<file path="src/rtl/sensor_scheduler.sv">
// sensor_scheduler: accepts one command at a time, pulses the addressed sensor
// interface, waits for its done pulse (or a timeout) and returns one response.
//
// Handshakes: a command moves when i_cmd_valid && o_cmd_ready on a rising
// edge; a response moves when o_rsp_valid && i_rsp_ready on a rising edge.
// Once o_rsp_valid is raised, status/data stay stable until that edge.
module sensor_scheduler #(
  parameter int NUM_IF         = 8,
  parameter int TIMEOUT_CYCLES = 100_000_000
) (
  input  logic                  i_Clock,
  input  logic                  i_Rst,
  input  logic                  i_cmd_valid,
  input  logic [7:0]            i_cmd_addr,
  input  logic [7:0]            i_cmd_req,
  output logic                  o_cmd_ready,
  output logic [NUM_IF-1:0]     o_if_en,
  output logic [7:0]            o_if_request,
  input  logic [8*NUM_IF-1:0]   i_if_data,
  input  logic [NUM_IF-1:0]     i_if_done,
  output logic                  o_rsp_valid,
  output logic [7:0]            o_rsp_status,
  output logic [7:0]            o_rsp_data,
  input  logic                  i_rsp_ready,
  output logic                  o_busy,
  output logic [2:0]            o_dbg_state
);

  typedef enum logic [2:0] {
    S_IDLE    = 3'd0,
    S_DECODE  = 3'd1,
    S_ENABLE  = 3'd2,
    S_WAIT    = 3'd3,
    S_RESPOND = 3'd4
  } state_t;

  localparam logic [7:0]  ST_OK      = 8'h00;
  localparam logic [7:0]  ST_BAD_IF  = 8'hE1;
  localparam logic [7:0]  ST_BAD_REQ = 8'hE2;
  localparam logic [7:0]  ST_TIMEOUT = 8'hE3;
  localparam logic [7:0]  ST_SENSOR  = 8'hE4;
  // Last counter value still inside the wait window; reaching it means the
  // TIMEOUT_CYCLES-th WAIT cycle is in progress.
  localparam logic [31:0] TO_LIMIT   = (TIMEOUT_CYCLES > 0) ? 32'(TIMEOUT_CYCLES - 1) : 32'd0;

  state_t              state_q, state_d;
  logic [7:0]          addr_q, addr_d;
  logic [7:0]          req_q, req_d;
  logic [31:0]         count_q, count_d;
  logic [NUM_IF-1:0]   if_en_q, if_en_d;
  logic [7:0]          if_req_q, if_req_d;
  logic                rsp_valid_q, rsp_valid_d;
  logic [7:0]          rsp_status_q, rsp_status_d;
  logic [7:0]          rsp_data_q, rsp_data_d;

  logic [NUM_IF-1:0]   sel_onehot;
  logic [7:0]          sel_data;
  logic                sel_done;
  logic                addr_ok;
  logic                req_ok;

  // Decode the latched address into a one-hot select and mux its data/done.
  always_comb begin
    sel_onehot = '0;
    sel_data   = 8'h00;
    for (int k = 0; k < NUM_IF; k++) begin
      if (addr_q == 8'(k)) begin
        sel_onehot[k] = 1'b1;
        sel_data      = i_if_data[8*k +: 8];
      end
    end
    sel_done = |(i_if_done & sel_onehot);
    addr_ok  = (32'(addr_q) < 32'(NUM_IF));
    req_ok   = (req_q == 8'h01) || (req_q == 8'h02) || (req_q == 8'h03);
  end

  // Next-state and next-output logic for the transaction FSM.
  always_comb begin
    state_d      = state_q;
    addr_d       = addr_q;
    req_d        = req_q;
    count_d      = count_q;
    if_en_d      = '0;
    if_req_d     = if_req_q;
    rsp_valid_d  = rsp_valid_q;
    rsp_status_d = rsp_status_q;
    rsp_data_d   = rsp_data_q;
    case (state_q)
      S_IDLE: begin
        if (i_cmd_valid) begin
          addr_d  = i_cmd_addr;
          req_d   = i_cmd_req;
          state_d = S_DECODE;
        end
      end
      S_DECODE: begin
        if (!addr_ok) begin
          rsp_status_d = ST_BAD_IF;
          rsp_data_d   = 8'h00;
          rsp_valid_d  = 1'b1;
          state_d      = S_RESPOND;
        end else if (!req_ok) begin
          rsp_status_d = ST_BAD_REQ;
          rsp_data_d   = 8'h00;
          rsp_valid_d  = 1'b1;
          state_d      = S_RESPOND;
        end else begin
          if_en_d  = sel_onehot;
          if_req_d = req_q;
          state_d  = S_ENABLE;
        end
      end
      S_ENABLE: begin
        count_d = 32'd0;
        state_d = S_WAIT;
      end
      S_WAIT: begin
        // Done wins over a timeout landing in the same cycle.
        if (sel_done) begin
          rsp_data_d   = sel_data;
          rsp_status_d = (sel_data == 8'h80) ? ST_SENSOR : ST_OK;
          rsp_valid_d  = 1'b1;
          if_req_d     = 8'h00;
          state_d      = S_RESPOND;
        end else if (count_q >= TO_LIMIT) begin
          rsp_data_d   = 8'h00;
          rsp_status_d = ST_TIMEOUT;
          rsp_valid_d  = 1'b1;
          if_req_d     = 8'h00;
          state_d      = S_RESPOND;
        end else if (count_q != 32'hFFFF_FFFF) begin
          count_d = count_q + 32'd1;
        end
      end
      S_RESPOND: begin
        if (i_rsp_ready) begin
          rsp_valid_d = 1'b0;
          state_d     = S_IDLE;
        end
      end
      default: begin
        state_d = S_IDLE;
      end
    endcase
  end

  // State and registered outputs; reset clears everything immediately.
  always_ff @(posedge i_Clock or posedge i_Rst) begin
    if (i_Rst) begin
      state_q      <= S_IDLE;
      addr_q       <= 8'h00;
      req_q        <= 8'h00;
      count_q      <= 32'd0;
      if_en_q      <= '0;
      if_req_q     <= 8'h00;
      rsp_valid_q  <= 1'b0;
      rsp_status_q <= 8'h00;
      rsp_data_q   <= 8'h00;
    end else begin
      state_q      <= state_d;
      addr_q       <= addr_d;
      req_q        <= req_d;
      count_q      <= count_d;
      if_en_q      <= if_en_d;
      if_req_q     <= if_req_d;
      rsp_valid_q  <= rsp_valid_d;
      rsp_status_q <= rsp_status_d;
      rsp_data_q   <= rsp_data_d;
    end
  end

  // Output mapping; ready/busy derive directly from the state register.
  always_comb begin
    o_cmd_ready  = (state_q == S_IDLE);
    o_busy       = (state_q != S_IDLE);
    o_if_en      = if_en_q;
    o_if_request = if_req_q;
    o_rsp_valid  = rsp_valid_q;
    o_rsp_status = rsp_status_q;
    o_rsp_data   = rsp_data_q;
    o_dbg_state  = state_q;
  end

endmodule

</file>
<file path="config.mk">
export PLATFORM = sky130hd
export DESIGN_NAME = sensor_scheduler
export DESIGN_NICKNAME = d
export VERILOG_FILES = /design/src/rtl/sensor_scheduler.sv
export SDC_FILE = /design/constraint.sdc
export NUM_CORES = 1
export LEC_CHECK = 0
export ABC_AREA = 1
export CAP_MARGIN = 10
export CORE_MARGIN = 10
export CORE_UTILIZATION = 30
export CTS_CLUSTER_SIZE = 8
export DETAILED_ROUTE_END_ITERATION = 8
export PLACE_DENSITY_LB_ADDON = 0.1
export SETUP_SLACK_MARGIN = 0.5
export SYNTH_ARGS = -nofsm -noshare
export SYNTH_HDL_FRONTEND = slang
export SYNTH_SLANG_ARGS = --single-unit
</file>
<file path="constraint.sdc">
create_clock -name i_Clock -period 3 [get_ports i_Clock]
set_input_delay 0.45 -clock i_Clock [delete_from_list [all_inputs] [get_ports i_Clock]]
set_output_delay 0.45 -clock i_Clock [all_outputs]
set_load 0.01 [all_outputs]
</file>
==> results of run 1 <==
==> cells in the mapped netlist, types with 2 or more instances <==
cell,instances,area (um^2)
a21oi_1,12,60.1
a22o_1,3,26.3
a31oi_1,2,12.5
buf_2,5,25.0
buf_4,4,30.0
buf_6,3,33.8
clkbuf_1,7,26.3
dfrtp_1,80,2000
inv_1,55,206
inv_2,13,48.8
mux2_2,12,135
nand2_1,154,578
nand2_2,7,43.8
nand2_4,2,22.5
nand3_1,54,270
nand3b_1,2,15.0
nand4_1,16,100
nor2_1,69,259
nor2_2,4,25.0
nor2_4,6,67.6
nor3_1,14,70.1
nor3_4,2,32.5
nor4_1,11,68.8
o21ai_0,25,125
o21ai_1,16,80.1
o31ai_1,2,15.0
or2_0,2,12.5
or2_2,13,81.3
xor2_1,8,70.1
==> final cells by class <==
cell class / instances / area (um^2) / area share, %
Multi-Input combinational cell: 453 / 2330 / 35.7
Sequential cell: 80 / 2000 / 30.7
Timing Repair Buffer: 133 / 1330 / 20.4
Inverter: 69 / 268 / 4.10
Tap cell: 211 / 264 / 4.05
Clock buffer: 9 / 225 / 3.45
Clock inverter: 7 / 109 / 1.67
==> per-layer routing <==
metal  up-vias  track usage (%)  share of wire [%]
li1       2270                -                  -
met2        99             24.9                 51
met1      2089             16.8                 43
met3         7             5.06                5.2
met4         0             2.78               0.68
met5         -                0                  0
==> power breakdown <==
part           switching, W  leakage [nW]  internal (W)
logic              0.000490          1.57      0.000397
registers          0.000112          1.06       0.00123
clock network      0.000517         0.164      0.000749
==> worst min path at each step <==
| stage | depth (start not counted) | endpoint |
|---|---|---|
| floorplan | 2 | count_q[28] |
| global placement | 2 | count_q[30] |
| detailed placement | 2 | count_q[31] |
| CTS | 2 | count_q[31] |
| global route | 2 | o_if_request[4] |
| finish | 2 | count_q[31] |
==> registers in the layout, summed over array words and instances (netlist names) <==
signal,flops
count_q,32
o_dbg_state,3
o_rsp_data,8
o_if_request,8
o_rsp_status,4
o_if_en,8
addr_q,8
req_q,8
o_rsp_valid,1
==> metrics by stage <==
step           hold WS (ns)  power, W
2_1_floorplan         0.446   0.00187
3_3_place_gp          0.459   0.00223
3_5_place_dp          0.461   0.00225
4_1_cts               0.479   0.00354
5_1_grt               0.510   0.00369
6_report              0.477   0.00349
==> critical path, delay by kind of cell (launching register included) <==
kind            cells  cell delay, ns
buf+inv             3            0.57
simple gates        9            0.87
compound gates      2            0.38
flops               1            0.39
==> timing repair <==
item                       CTS  global route
gates cloned                 1             0
pin swaps                    1             1
setup endpoints to repair   20            21
gates resized for setup      0             2
==> logic make-up (layout without fill, tap and decap cells) <==
logic type / count (synthesis) / count (layout) / share of synthesized area [%]
multiplexers: 12 / 12 / 2.88
adder cells (fa/ha/maj): 1 / 1 / 0.266
AND/OR/NAND/NOR: 361 / 361 / 36.2
AO/OA/AOI/OAI: 67 / 68 / 8.21
other: 1 / 2 / 0.0799
XOR/XNOR: 9 / 9 / 1.68
flip-flops: 80 / 80 / 42.6
buffers and inverters: 88 / 218 / 8.02
==> flow_metrics.py, run 1 <==
metrics = {
    "floorplanning": {
        "initial_utilization_pct": 30.8,
        "ios": 130,
        "core-area_um2": 15300,
        "rows": 45,
        "die_area_um2": 21100,
        "die_h_um": 145,
        "die_w_um": 145,
    },
    "critical_path": {
        "critPathMaxStageDelay_ns": 0.39,
        "cp-end-kind": "register",
        "crit_end": "count_q[11]",
        "slowest_stage": "dfrtp_1",
        "reg2reg_to": "count_q[11]",
        "crit_required_ns": 3.26,
        "crit_arrival_ns": 2.57,
        "cp_common_cell": "nand2_1",
        "path_class": "reg2reg",
        "r2r_slack_ns": 0.69,
        "worstPathMaxFanout": 19,
        "crit-reg2reg-launch": "addr_q[5]",
        "worstRegToRegCells": 14,
        "crit_chain": "nor2_2 > nand2_4 > inv_4 > nand2_2 > inv_2 > nand2_1 > nand2_1 > nor2_1 > nand2_1 > nor2_2 > o21ai_4 > buf_4 > nand2_1 > o21ai_0",
        "crit_start": "addr_q[5]",
        "start_kind": "register",
    },
    "routing": {
        "wl_per_cell_um": 16.1,
        "route.detailed.drc": 0,
        "postRouteAntennaNets": 0,
        "vias": 4465,
        "drtIter0Drc": 258,
        "first_pass_iters": 5,
        "wl_um": 15500,
        "vias_per_cell": 4.64,
    },
    "global_route": {
        "track_usage_pct": 14.4,
        "grt_max_degree": 39,
        "grt_pass1_wl_um": 24500,
        "antenna_found_initial": 0,
        "grt_pass1_vias": 4545,
        "grt-ovfl-total": 0,
    },
    "synthesis": {
        "synthFlopType": "dfrtp_1",
        "synth.cell_area_um2": 4690,
        "ys_ff_latch": 80,
        "synthCells": 619,
        "synth_edf_count": 0,
        "yosysSeqAreaShare_pct": 42.6,
        "async_reset_ff_share_pct": 100,
        "synth.avg_cell_area_um2": 7.58,
        "synth_cell_types": 45,
        "yosysWarnings": 0,
    },
    "outcome": {
        "status": "complete, no violations",
    },
    "sta": {
        "worst_pin_slew_ns": 0.845,
        "max_freq_ghz": 0.433,
        "timing.final.ws_setup_ns": 0.690,
        "slew_violations": 0,
        "setup-tns-final_ns": 0,
        "setup_viol": 0,
        "max-slew-margin-rel_pct": 43.5,
        "hold_viol_final": 0,
        "rsz0062_at_grt": "yes",
        "fin_crit_sh_pct": 77.0,
        "fin_worst_skew_ns": 0.00848,
        "min_period_ns": 2.31,
    },
    "cts": {
        "clkTransAtPathRegs_ns": 0.07,
        "clock_path_buffers": 2,
        "cts_setup_buffers": 0,
        "clock_latency_ns": 0.35,
        "numCtsBuffers": 9,
        "cts_sinks": 80,
        "hold_buffers": 0,
        "htreeDepth": 3,
        "cts_tree": "built",
        "root_buffer": "clkbuf_16",
    },
    "place": {
        "pre_cts_ws_ns": 0.453,
        "place_area_um2": 6180,
        "hpwl_um": 12200,
        "gp_congestion": 0.843,
        "port_buffers": 127,
        "dp.cells": 945,
    },
    "finish": {
        "fin_nets": 839,
        "final_common_cell": "nand2_1",
        "stdcell_area_um2": 6530,
        "drive_gt1_share_pct": 12.0,
        "diodes": 0,
        "layout.cells.most_common_list": "nand2_1, clkdlybuf4s50_1, dfrtp_1, nor2_1",
        "finish.utilization_pct": 42.8,
        "area_growth_pct": 39.0,
        "fill_cells": 1574,
        "stdcell_count": 962,
    },
    "power_and_ir_drop": {
        "irDropWorstVdd_uv": 331,
        "p_leak_nw": 2.80,
        "power_density_nw_per_um2": 535,
    },
    "flow_run": {
        "cap_violations": 0,
    },
    "worst_hold_path": {
        "hp-class": "reg2reg",
        "hp-start": "count_q[31]",
    },
}
(Power assumes the default switching activity.)
==> run 2, diff against run 1 <==
==> constraint.sdc (replaced) <==
create_clock -name i_Clock -period 1.9 [get_ports i_Clock]
set_input_delay 0.285 -clock i_Clock [delete_from_list [all_inputs] [get_ports i_Clock]]
set_output_delay 0.285 -clock i_Clock [all_outputs]
set_load 0.01 [all_outputs]
==> run 2 against run 1 <==
The run now ends with negative setup slack left. Global-route usage rose by 0.59 points. Non-clock buffer count rose by 94. Sequential power is 60% higher. Total power increased by 78%. Cell count increased by 9.8%. Critical path depth is the same.
==> flow_metrics.py, run 2 (synthesis results as in run 1) <==
metrics = {
    "finish": {
        "top_register": "count_q",
        "drive_gt1_share_pct": 32.8,
        "final_common_cell": "nand2_1",
        "finish.utilization_pct": 51.3,
        "fin_nets": 933,
        "largest_reg_flops": 32,
        "stdcell_count": 1056,
        "diodes": 0,
        "layout.cells.most_common_list": "nand2_1, clkdlybuf4s50_1, dfrtp_1, buf_4, nand3_1",
        "area_growth_pct": 66.7,
    },
    "sta": {
        "setup-tns-final_ns": -3.33,
        "slew_violations": 0,
        "fin_crit_sh_pct": 105,
        "max_freq_ghz": 0.501,
        "hold_viol_final": 0,
        "max-slew-margin-rel_pct": 65.8,
        "rsz0062_at_grt": "yes",
        "timing.final.ws_setup_ns": -0.0956,
        "min_period_ns": 2.00,
        "worst_pin_slew_ns": 0.508,
        "timing.hold.ws_ns": 0.410,
        "setup_viol": 49,
        "fin_worst_skew_ns": 0.00663,
    },
    "critical_path": {
        "worstPathMaxFanout": 8,
        "crit_arrival_ns": 2.27,
        "slowest_stage": "dfrtp_1",
        "reg2reg_to": "count_q[13]",
        "crit_start": "addr_q[5]",
        "cp.depth": 14,
        "worstRegToRegCells": 14,
        "crit_required_ns": 2.18,
        "r2r_slack_ns": -0.1,
        "crit_end": "count_q[13]",
        "start_kind": "register",
        "path_buf_inv": 3,
        "cp-end-kind": "register",
        "cp_top_family": "simple AND/OR/NAND/NOR gates",
        "crit_chain": "nor2_2 > nand2_4 > buf_6 > nor3_4 > nand2_1 > nand2_1 > nor2_2 > nand2_1 > nor2_2 > o21ai_4 > buf_12 > clkbuf_16 > nand2_2 > o21ai_1",
        "critPathMaxStageDelay_ns": 0.39,
        "crit-reg2reg-launch": "addr_q[5]",
        "path_class": "reg2reg",
    },
    "cts": {
        "hold_buffers": 0,
        "clkTransAtPathRegs_ns": 0.07,
        "htreeDepth": 3,
        "cts_tree": "built",
        "cts_sinks": 80,
        "root_buffer": "clkbuf_16",
        "numCtsBuffers": 9,
        "clock_path_buffers": 2,
        "clock_latency_ns": 0.35,
    },
    "routing": {
        "vias_per_cell": 4.68,
        "vias": 4941,
        "drtIter0Drc": 244,
        "first_pass_iters": 6,
        "wl_per_cell_um": 15.8,
        "postRouteAntennaNets": 0,
        "route.detailed.drc": 0,
        "wl_um": 16600,
    },
    "outcome": {
        "failed_checks": "negative setup slack",
        "status": "finished, violations left",
    },
    "place": {
        "gp_congestion": 0.856,
        "hpwl_um": 12400,
        "port_buffers": 127,
        "dp.cells": 1010,
    },
    "power_and_ir_drop": {
        "irDropWorstVdd_uv": 768,
        "p_sw_share_pct": 32.6,
        "p_leak_nw": 3.62,
        "seq_power_share_pct": 34.6,
        "switchingPower_w": 0.00202,
        "clockPowerShare_pct": 31.4,
        "combPwrFrac_pct": 34.1,
        "power.internal_w": 0.00419,
        "power_density_nw_per_um2": 793,
        "power.total_w": 0.00621,
    },
    "floorplanning": {
        "ios": 130,
        "initial_utilization_pct": 30.8,
        "rows": 45,
        "core-area_um2": 15300,
        "die_w_um": 145,
        "die_area_um2": 21100,
        "die_h_um": 145,
    },
    "flow_run": {
        "cap_violations": 0,
    },
    "worst_hold_path": {
        "hp-class": "in2async",
    },
    "global_route": {
        "grt_max_degree": 81,
        "antenna_found_initial": 0,
        "grt-ovfl-total": 0,
        "track_usage_pct": 15.0,
        "grt_pass1_vias": 5025,
        "grt_pass1_wl_um": 25800,
    },
}
-- run 2: cell count changes in the layout (fill, tap and decap cells not counted), moves of 11 or more --
cell / change
o21ai_0: -16
nand2_1: -30
mux2_4: +11
buf_4: +69
buf_6: +17
dlygate4sd2_1: +30
nor2_1: -24
clkdlybuf4s50_1: -36
nand2_2: +22
mux2_2: -11
nor2_4: +14
-- run 2: cell type report --
class / instances / area (um^2)
Multi-Input combinational cell: 452 / 2770
Clock inverter: 6 / 90.1
Tap cell: 211 / 264
Inverter: 69 / 273
Fill cell: 1438 / 7430
Timing Repair Buffer: 227 / 2180
Clock buffer: 10 / 239
Timing Repair inverter: 1 / 7.51
Sequential cell: 80 / 2000
-- run 2: worst register-to-register path: stages (launching register included) --
cell	delay (ns)
dfrtp_1	0.39
nor2_2	0.15
nand2_4	0.12
buf_6	0.14
nor3_4	0.18
nand2_1	0.07
nand2_1	0.08
nor2_2	0.05
nand2_1	0.10
nor2_2	0.06
o21ai_4	0.16
buf_12	0.17
clkbuf_16	0.17
nand2_2	0.05
o21ai_1	0.06
-- run 2: how the worst min path moves through the flow --
stage                                 to  depth (start not counted)  slack (ns)   startpoint
after floorplan           o_dbg_state[2]                          1        0.39  i_rsp_ready
after global placement       count_q[30]                          2        0.47  count_q[30]
after detailed placement     count_q[29]                          2        0.47  count_q[29]
after CTS                     count_q[7]                          3        0.43        i_Rst
after global routing          count_q[7]                          3        0.46        i_Rst
final                         count_q[9]                          3        0.41        i_Rst
-- run 2: timing repair --
action,4_1_cts,5_1_grt
endpoints found under the setup margin,116,82
pin swaps,5,17
cloned,1,6
buffers inserted,12,11
hold endpoints to repair,0,0
gates resized for setup,88,114
-- run 2: stage by stage --
stage	setup WS, ns	cell area [um^2]
2_1_floorplan	0.0374	4770
3_3_place_gp	-0.0488	6770
3_5_place_dp	-0.0925	6770
4_1_cts	-0.0329	7230
5_1_grt	-0.238	7830
6_report	-0.0956	7830
-- run 2: per-layer routing --
layer / global-route usage, % / routed length, um / part of all wire (%) / up-vias
met5: 0 / 0 / 0 / -
met4: 5.46 / 381 / 2.3 / 0
met3: 4.66 / 900 / 5.4 / 26
met2: 25.7 / 8450 / 51 / 109
met1: 17.1 / 6920 / 42 / 2341
li1: - / - / - / 2465
-- run 2: power by group through the flow --
stage	logic (W)	registers, W	clock network, W
floorplan	0.000879	0.00214	0
global placement	0.00155	0.00215	0
detailed placement	0.00157	0.00216	0
CTS	0.00173	0.00212	0.00201
global route	0.00229	0.00218	0.00207
finish	0.00212	0.00215	0.00195
